`src/rtl/neokeon_round_iter_pkg.sv`:
```
// Neokeon-128 shared definitions: FSM states, round constants, word helpers
// and the Theta/Gamma/rotate primitives used by the round datapath.
package neokeon_round_iter_pkg;

  localparam int unsigned ROUNDS_DEF  = 16;
  localparam logic [7:0]  RC_INIT_DEF = 8'h80;
  localparam logic [7:0]  RC_POLY     = 8'h1b;

  // Pi1 rotates left by these amounts; Pi2 rotates right by the same amounts
  localparam int unsigned PI_R1 = 1;
  localparam int unsigned PI_R2 = 5;
  localparam int unsigned PI_R3 = 2;

  typedef enum logic [1:0] {
    ST_IDLE  = 2'd0,
    ST_ROUND = 2'd1,
    ST_FINAL = 2'd2,
    ST_DONE  = 2'd3
  } fsm_e;

  // a0 occupies [127:96], a3 occupies [31:0]
  typedef struct packed {
    logic [31:0] a0;
    logic [31:0] a1;
    logic [31:0] a2;
    logic [31:0] a3;
  } blk_t;

  function automatic logic [31:0] rotl32(input logic [31:0] x, input int unsigned n);
    return (x << n) | (x >> (32 - n));
  endfunction

  function automatic logic [31:0] rotr32(input logic [31:0] x, input int unsigned n);
    return (x >> n) | (x << (32 - n));
  endfunction

  function automatic logic [7:0] xtime(input logic [7:0] rc);
    return {rc[6:0], 1'b0} ^ (rc[7] ? RC_POLY : 8'h00);
  endfunction

  // Diffusion step: mixes a0/a2 into a1/a3, adds the key, then mixes back
  function automatic blk_t theta_f(input blk_t s, input blk_t k);
    blk_t        r;
    logic [31:0] t;
    r  = s;
    t  = r.a0 ^ r.a2;
    t  = t ^ rotl32(t, 8) ^ rotl32(t, 24);
    r.a1 = r.a1 ^ t;
    r.a3 = r.a3 ^ t;
    r.a0 = r.a0 ^ k.a0;
    r.a1 = r.a1 ^ k.a1;
    r.a2 = r.a2 ^ k.a2;
    r.a3 = r.a3 ^ k.a3;
    t  = r.a1 ^ r.a3;
    t  = t ^ rotl32(t, 8) ^ rotl32(t, 24);
    r.a0 = r.a0 ^ t;
    r.a2 = r.a2 ^ t;
    return r;
  endfunction

  // Non-linear step, bitsliced across the four words
  function automatic blk_t gamma_f(input blk_t s);
    logic [31:0] a0, a1, a2, a3, tmp;
    a0  = s.a0;
    a1  = s.a1;
    a2  = s.a2;
    a3  = s.a3;
    a1  = a1 ^ (~a3 & ~a2);
    a0  = a0 ^ (a2 & a1);
    tmp = a0;
    a0  = a3;
    a3  = tmp;
    a2  = a2 ^ a0 ^ a1 ^ a3;
    a1  = a1 ^ (~a3 & ~a2);
    a0  = a0 ^ (a2 & a1);
    return '{a0: a0, a1: a1, a2: a2, a3: a3};
  endfunction

endpackage

```
`src/rtl/neokeon_round_iter_round_comb.sv`:
```
// Combinational Neokeon round: RC add -> Theta -> Pi1 -> Gamma -> Pi2.
// theta_out exposes the RC-add + Theta result alone for the final output step.
module neokeon_round_comb
  import neokeon_round_iter_pkg::*;
(
  input  logic [127:0] state,
  input  logic [127:0] key,
  input  logic [7:0]   rc,
  output logic [127:0] round_out,
  output logic [127:0] theta_out
);

  blk_t rc_added;
  blk_t theta_s;
  blk_t pi1_s;
  blk_t gamma_s;
  blk_t pi2_s;

  // Full round datapath; the final step reuses the Theta stage output
  always_comb begin
    rc_added       = blk_t'(state);
    rc_added.a0    = rc_added.a0 ^ {24'h000000, rc};
    theta_s        = theta_f(rc_added, blk_t'(key));
    pi1_s.a0       = theta_s.a0;
    pi1_s.a1       = rotl32(theta_s.a1, PI_R1);
    pi1_s.a2       = rotl32(theta_s.a2, PI_R2);
    pi1_s.a3       = rotl32(theta_s.a3, PI_R3);
    gamma_s        = gamma_f(pi1_s);
    pi2_s.a0       = gamma_s.a0;
    pi2_s.a1       = rotr32(gamma_s.a1, PI_R1);
    pi2_s.a2       = rotr32(gamma_s.a2, PI_R2);
    pi2_s.a3       = rotr32(gamma_s.a3, PI_R3);
    round_out      = pi2_s;
    theta_out      = theta_s;
  end

endmodule

```
`src/rtl/neokeon_round_iter.sv`:
```
// Iterative Neokeon-128 encryption engine, one round per clock, with a
// start/busy request side and a valid/ack result handshake.
module neokeon_round_iter
  import neokeon_round_iter_pkg::*;
#(
  parameter int unsigned ROUNDS  = ROUNDS_DEF,
  parameter logic [7:0]  RC_INIT = RC_INIT_DEF
) (
  input  logic         inClk,
  input  logic         inRst,
  input  logic         inStart,
  input  logic [127:0] inData,
  input  logic [127:0] inKey,
  output logic         outBusy,
  output logic         outValid,
  input  logic         inAck,
  output logic [127:0] outData
);

  localparam int unsigned        CNT_W    = (ROUNDS > 1) ? $clog2(ROUNDS) : 1;
  localparam logic [CNT_W-1:0]   CNT_LAST = CNT_W'(ROUNDS - 1);

  fsm_e             fsm_q,   fsm_d;
  logic [127:0]     state_q, state_d;
  logic [127:0]     key_q,   key_d;
  logic [7:0]       rc_q,    rc_d;
  logic [CNT_W-1:0] cnt_q,   cnt_d;
  logic [127:0]     data_q,  data_d;
  logic             busy_q,  busy_d;
  logic             valid_q, valid_d;

  logic [127:0]     round_out;
  logic [127:0]     theta_out;

  neokeon_round_comb u_round (
    .state     (state_q),
    .key       (key_q),
    .rc        (rc_q),
    .round_out (round_out),
    .theta_out (theta_out)
  );

  // Next-state logic; busy/valid are derived from the next FSM state so the
  // registered outputs line up with the state they describe
  always_comb begin
    fsm_d   = fsm_q;
    state_d = state_q;
    key_d   = key_q;
    rc_d    = rc_q;
    cnt_d   = cnt_q;
    data_d  = data_q;
    case (fsm_q)
      ST_IDLE: begin
        if (inStart) begin
          fsm_d   = ST_ROUND;
          state_d = inData;
          key_d   = inKey;
          rc_d    = RC_INIT;
          cnt_d   = '0;
        end
      end
      ST_ROUND: begin
        state_d = round_out;
        rc_d    = xtime(rc_q);
        cnt_d   = cnt_q + CNT_W'(1);
        if (cnt_q == CNT_LAST) begin
          fsm_d = ST_FINAL;
        end
      end
      ST_FINAL: begin
        data_d = theta_out;
        fsm_d  = ST_DONE;
      end
      ST_DONE: begin
        if (inAck) begin
          fsm_d = ST_IDLE;
        end
      end
      default: fsm_d = ST_IDLE;
    endcase
    busy_d  = (fsm_d != ST_IDLE);
    valid_d = (fsm_d == ST_DONE);
  end

  // State registers with synchronous reset taking priority over everything
  always_ff @(posedge inClk) begin
    if (inRst) begin
      fsm_q   <= ST_IDLE;
      state_q <= '0;
      key_q   <= '0;
      rc_q    <= RC_INIT;
      cnt_q   <= '0;
      data_q  <= '0;
      busy_q  <= 1'b0;
      valid_q <= 1'b0;
    end else begin
      fsm_q   <= fsm_d;
      state_q <= state_d;
      key_q   <= key_d;
      rc_q    <= rc_d;
      cnt_q   <= cnt_d;
      data_q  <= data_d;
      busy_q  <= busy_d;
      valid_q <= valid_d;
    end
  end

  assign outBusy  = busy_q;
  assign outValid = valid_q;
  assign outData  = data_q;

endmodule
```
`config.mk`:
```
export PLATFORM = sky130hd
export DESIGN_NAME = neokeon_round_iter
export DESIGN_NICKNAME = d
export VERILOG_FILES = /design/src/rtl/neokeon_round_iter_pkg.sv /design/src/rtl/neokeon_round_iter_round_comb.sv /design/src/rtl/neokeon_round_iter.sv
export SDC_FILE = /design/constraint.sdc
export NUM_CORES = 1
export LEC_CHECK = 0
export CAP_MARGIN = 20
export CORE_MARGIN = 2
export CORE_UTILIZATION = 59
export DETAILED_ROUTE_END_ITERATION = 10
export PLACE_DENSITY_LB_ADDON = 0.2
export SETUP_SLACK_MARGIN = 0.5
export SLEW_MARGIN = 10
export SYNTH_ARGS = -nofsm -noshare
export SYNTH_HDL_FRONTEND = slang
export SYNTH_HIERARCHICAL = 1
export SYNTH_SLANG_ARGS = --single-unit
```
`constraint.sdc`:
```
create_clock -name inClk -period 4.7 [get_ports inClk]
set_input_delay 0.705 -clock inClk [delete_from_list [all_inputs] [get_ports inClk]]
set_output_delay 0.705 -clock inClk [all_outputs]
set_load 0.02 [all_outputs]
```
==> metrics <==
EDFF count, synth 0; Placed Cells incl. Taps roughly 3600; sequential share of the synthesized area between 30% and 40%; Starting Density 59.54%; largest net degree at the start of global routing about 130; Setup Skew 0.01468 ns; CP max FO 6; Skew-Pair Late Insertion Delay between 0.5 and 0.6 ns; Antenna Nets Post-Route 0; Hold WC Path Type reg2reg; post-layout minimum cycle time 4.080 ns; proportion of layout cells with a drive suffix above 1 under 10%; Placement Cell Area 0.02741 mm²; Crit path required time ~5.2 ns; initial antenna violation count 0; largest cells by area after synthesis dfxtp_1 (34%), xnor2_1 (16%), nand2_1 (8.7%); syn nets 3133; synth unique cells 54; r2r setup slk roughly 0.62 ns; Bufs on Longest Clock Path 3; Die Span Y 204.0 µm; global route total overflow 0; fin cells ~3700; Nets ~3400; via count of the first global-routing pass around 21000; dpl hpwl approximately 57000 µm; RSZ-0062 raised after global routing false; root buffer cell clkbuf_16; WL/cell 21.46 µm; cts hold-fix bufs 0; syn_area_per_cell slightly above 8 µm²; Residual DRC 0; top cells by count, synth nand2_1 (546), xnor2_1 (428), dfxtp_1 (400); DIE AREA 0.04162 mm²; CTS tree built; Area growth, synth to finish 22.63%; main flop type after synthesis dfxtp_1; critical path data arrival time approximately 4.6 ns; Synth area leader dfxtp_1; cell count after synthesis around 2800; antenna diode count 0; Yosys reg bits 400; area of the core approximately 0.04 mm²; slew of the pin with the lowest slew margin about 1.1 ns; cell area after layout between 0.02 and 0.03 mm²; DR vias/cell just under 6; Max Slew Vio Count 0; total clock sinks 400; fmax between 200 and 250 MHz; first-pass GRT wire length 119100 µm; IO buf count about 390; Iter 0 DRT Violations between 1500 and 2000; Setup violations, final 0; # fillers between 3000 and 4000; Placer Congestion 0.9540; CTS H-Tree Depth 2; final worst-path cycle share 86.81%; Clk pin slew, worst setup/hold paths 0.06 ns; All-Layer GR Usage 37.06%; share of the synthesized area in the top cell type between 30% and 40%; Setup TNS 0 ns; status complete, no violations; io pins 390; top-count cell post-synth nand2_1; total clock buffers created by CTS 43; routed vias roughly 21000; FP Rows 73; TritonRoute pass-1 iters 5; CP startpoint kind register; relative slew slack 26.85%; Post-Route WL approximately 79000 µm; synth warn 6; Post-synth ARST share 0%; Syn Std Cell Area roughly 0.024 mm²; worst hold slack about 0.45 ns; Die Width roughly 200 µm; CP Capture Type register; Crit Path Class reg2reg; MaxCap Viol Count 0; Final Hold Vio Count 0
critical path: stages (launching register included):
cell and delay (ns):
dfxtp_1 0.43, xnor2_1 0.79, xnor2_1 0.18, xnor2_1 0.71
xnor2_1 0.22, inv_1 0.11, ha_1 0.33, xor2_1 0.18
xnor2_1 0.29, xnor2_1 0.17, nor2_1 0.07, xnor2_1 0.16
o2bb2ai_1 0.10, a211oi_1 0.25
cell type report:
cell class / count / area (µm²) / share of cell area [%]
multi-input combinational: 2182 / 14290 / 49.36
sequential: 400 / 8011 / 27.68
timing repair buffer: 413 / 4167 / 14.39
clock buffer: 71 / 1395 / 4.820
tap: 525 / 656.9 / 2.269
inverter: 87 / 334.1 / 1.154
clock inverter: 8 / 95.09 / 0.3285
sequential cells by signal (all words and copies together), names as in the netlist:
name / count
outData: 128
outValid: 1
outBusy: 1
key_q: 128
cnt_q: 4
rc_q: 8
fsm_q: 2
state_q: 128
what timing repair did:
item                       4_1_cts  5_1_grt
setup buffers                    0        0
setup endpoints to repair        0        2
gates resized for setup          0        2
cell families (layout without fill, tap and decap cells):
family                   count (synthesis)  after routing  synth area share [%]
AO/OA/AOI/OAI                          601            601                 16.69
XOR/XNOR                               641            641                 27.13
adder cells (fa/ha/maj)                 30             30                 1.590
buffers and inverters                  261            579                 5.709
flip-flops                             400            400                 33.93
multiplexers                             9              9                0.4134
AND/OR/NAND/NOR                        901            901                 14.53
cell usage in the layout, fill, tap and decap left out, types with 2 or more instances in the layout:
| cell | count |
|---|---|
| o21ai_0 | 23 |
| xnor2_2 | 20 |
| dfxtp_1 | 399 |
| xor3_1 | 12 |
| o22ai_1 | 5 |
| xnor3_1 | 28 |
| clkbuf_8 | 15 |
| mux2_2 | 2 |
| a21oi_1 | 275 |
| o2bb2ai_1 | 125 |
| clkbuf_1 | 10 |
| a22oi_1 | 10 |
| xnor2_1 | 427 |
| buf_4 | 19 |
| nand2b_1 | 2 |
| mux2i_1 | 6 |
| clkinvlp_4 | 2 |
| a2bb2oi_1 | 2 |
| xor2_1 | 147 |
| clkdlybuf4s50_1 | 387 |
| inv_1 | 84 |
| and2_1 | 4 |
| buf_16 | 2 |
| a21o_1 | 15 |
| clkinv_2 | 4 |
| xnor3_2 | 2 |
| xor2_2 | 3 |
| nand2_1 | 546 |
| clkbuf_16 | 46 |
| bufinv_16 | 2 |
| o21a_1 | 2 |
| buf_12 | 4 |
| nor3_1 | 2 |
| a21boi_0 | 4 |
| nor2_1 | 338 |
| ha_1 | 30 |
| a211oi_1 | 130 |
path summary, 6_finish.rpt:
kind	endpoint	startpoint	cells past startpoint
max reg2reg	state_q[105]	rc_q[7]	13
min reg2reg	outData[28]	outData[28]	2
min	outData[28]	outData[28]	2
max	state_q[105]	rc_q[7]	13
through the flow:
step / utilization [%] / worst slack (ns)
floorplan: - / 1.588
global placement: 69.07 / 0.6272
detailed placement: 69.14 / 0.5671
CTS: 72.90 / 0.5103
global route: 73.02 / 0.5068
finish: 73.02 / 0.6201
metal layers:
layer  vias up  GRT usage [%]  wire length [µm]
met5         -              0                 0
met4         0          16.38              3426
met3       183          6.569              7585
met2      1029          58.53             35630
met1     10230          49.75             32470
li1       9910              -                 -
Power is not shown: default switching activity piles up to over one toggle a cycle in this logic, so the estimate is an artifact.
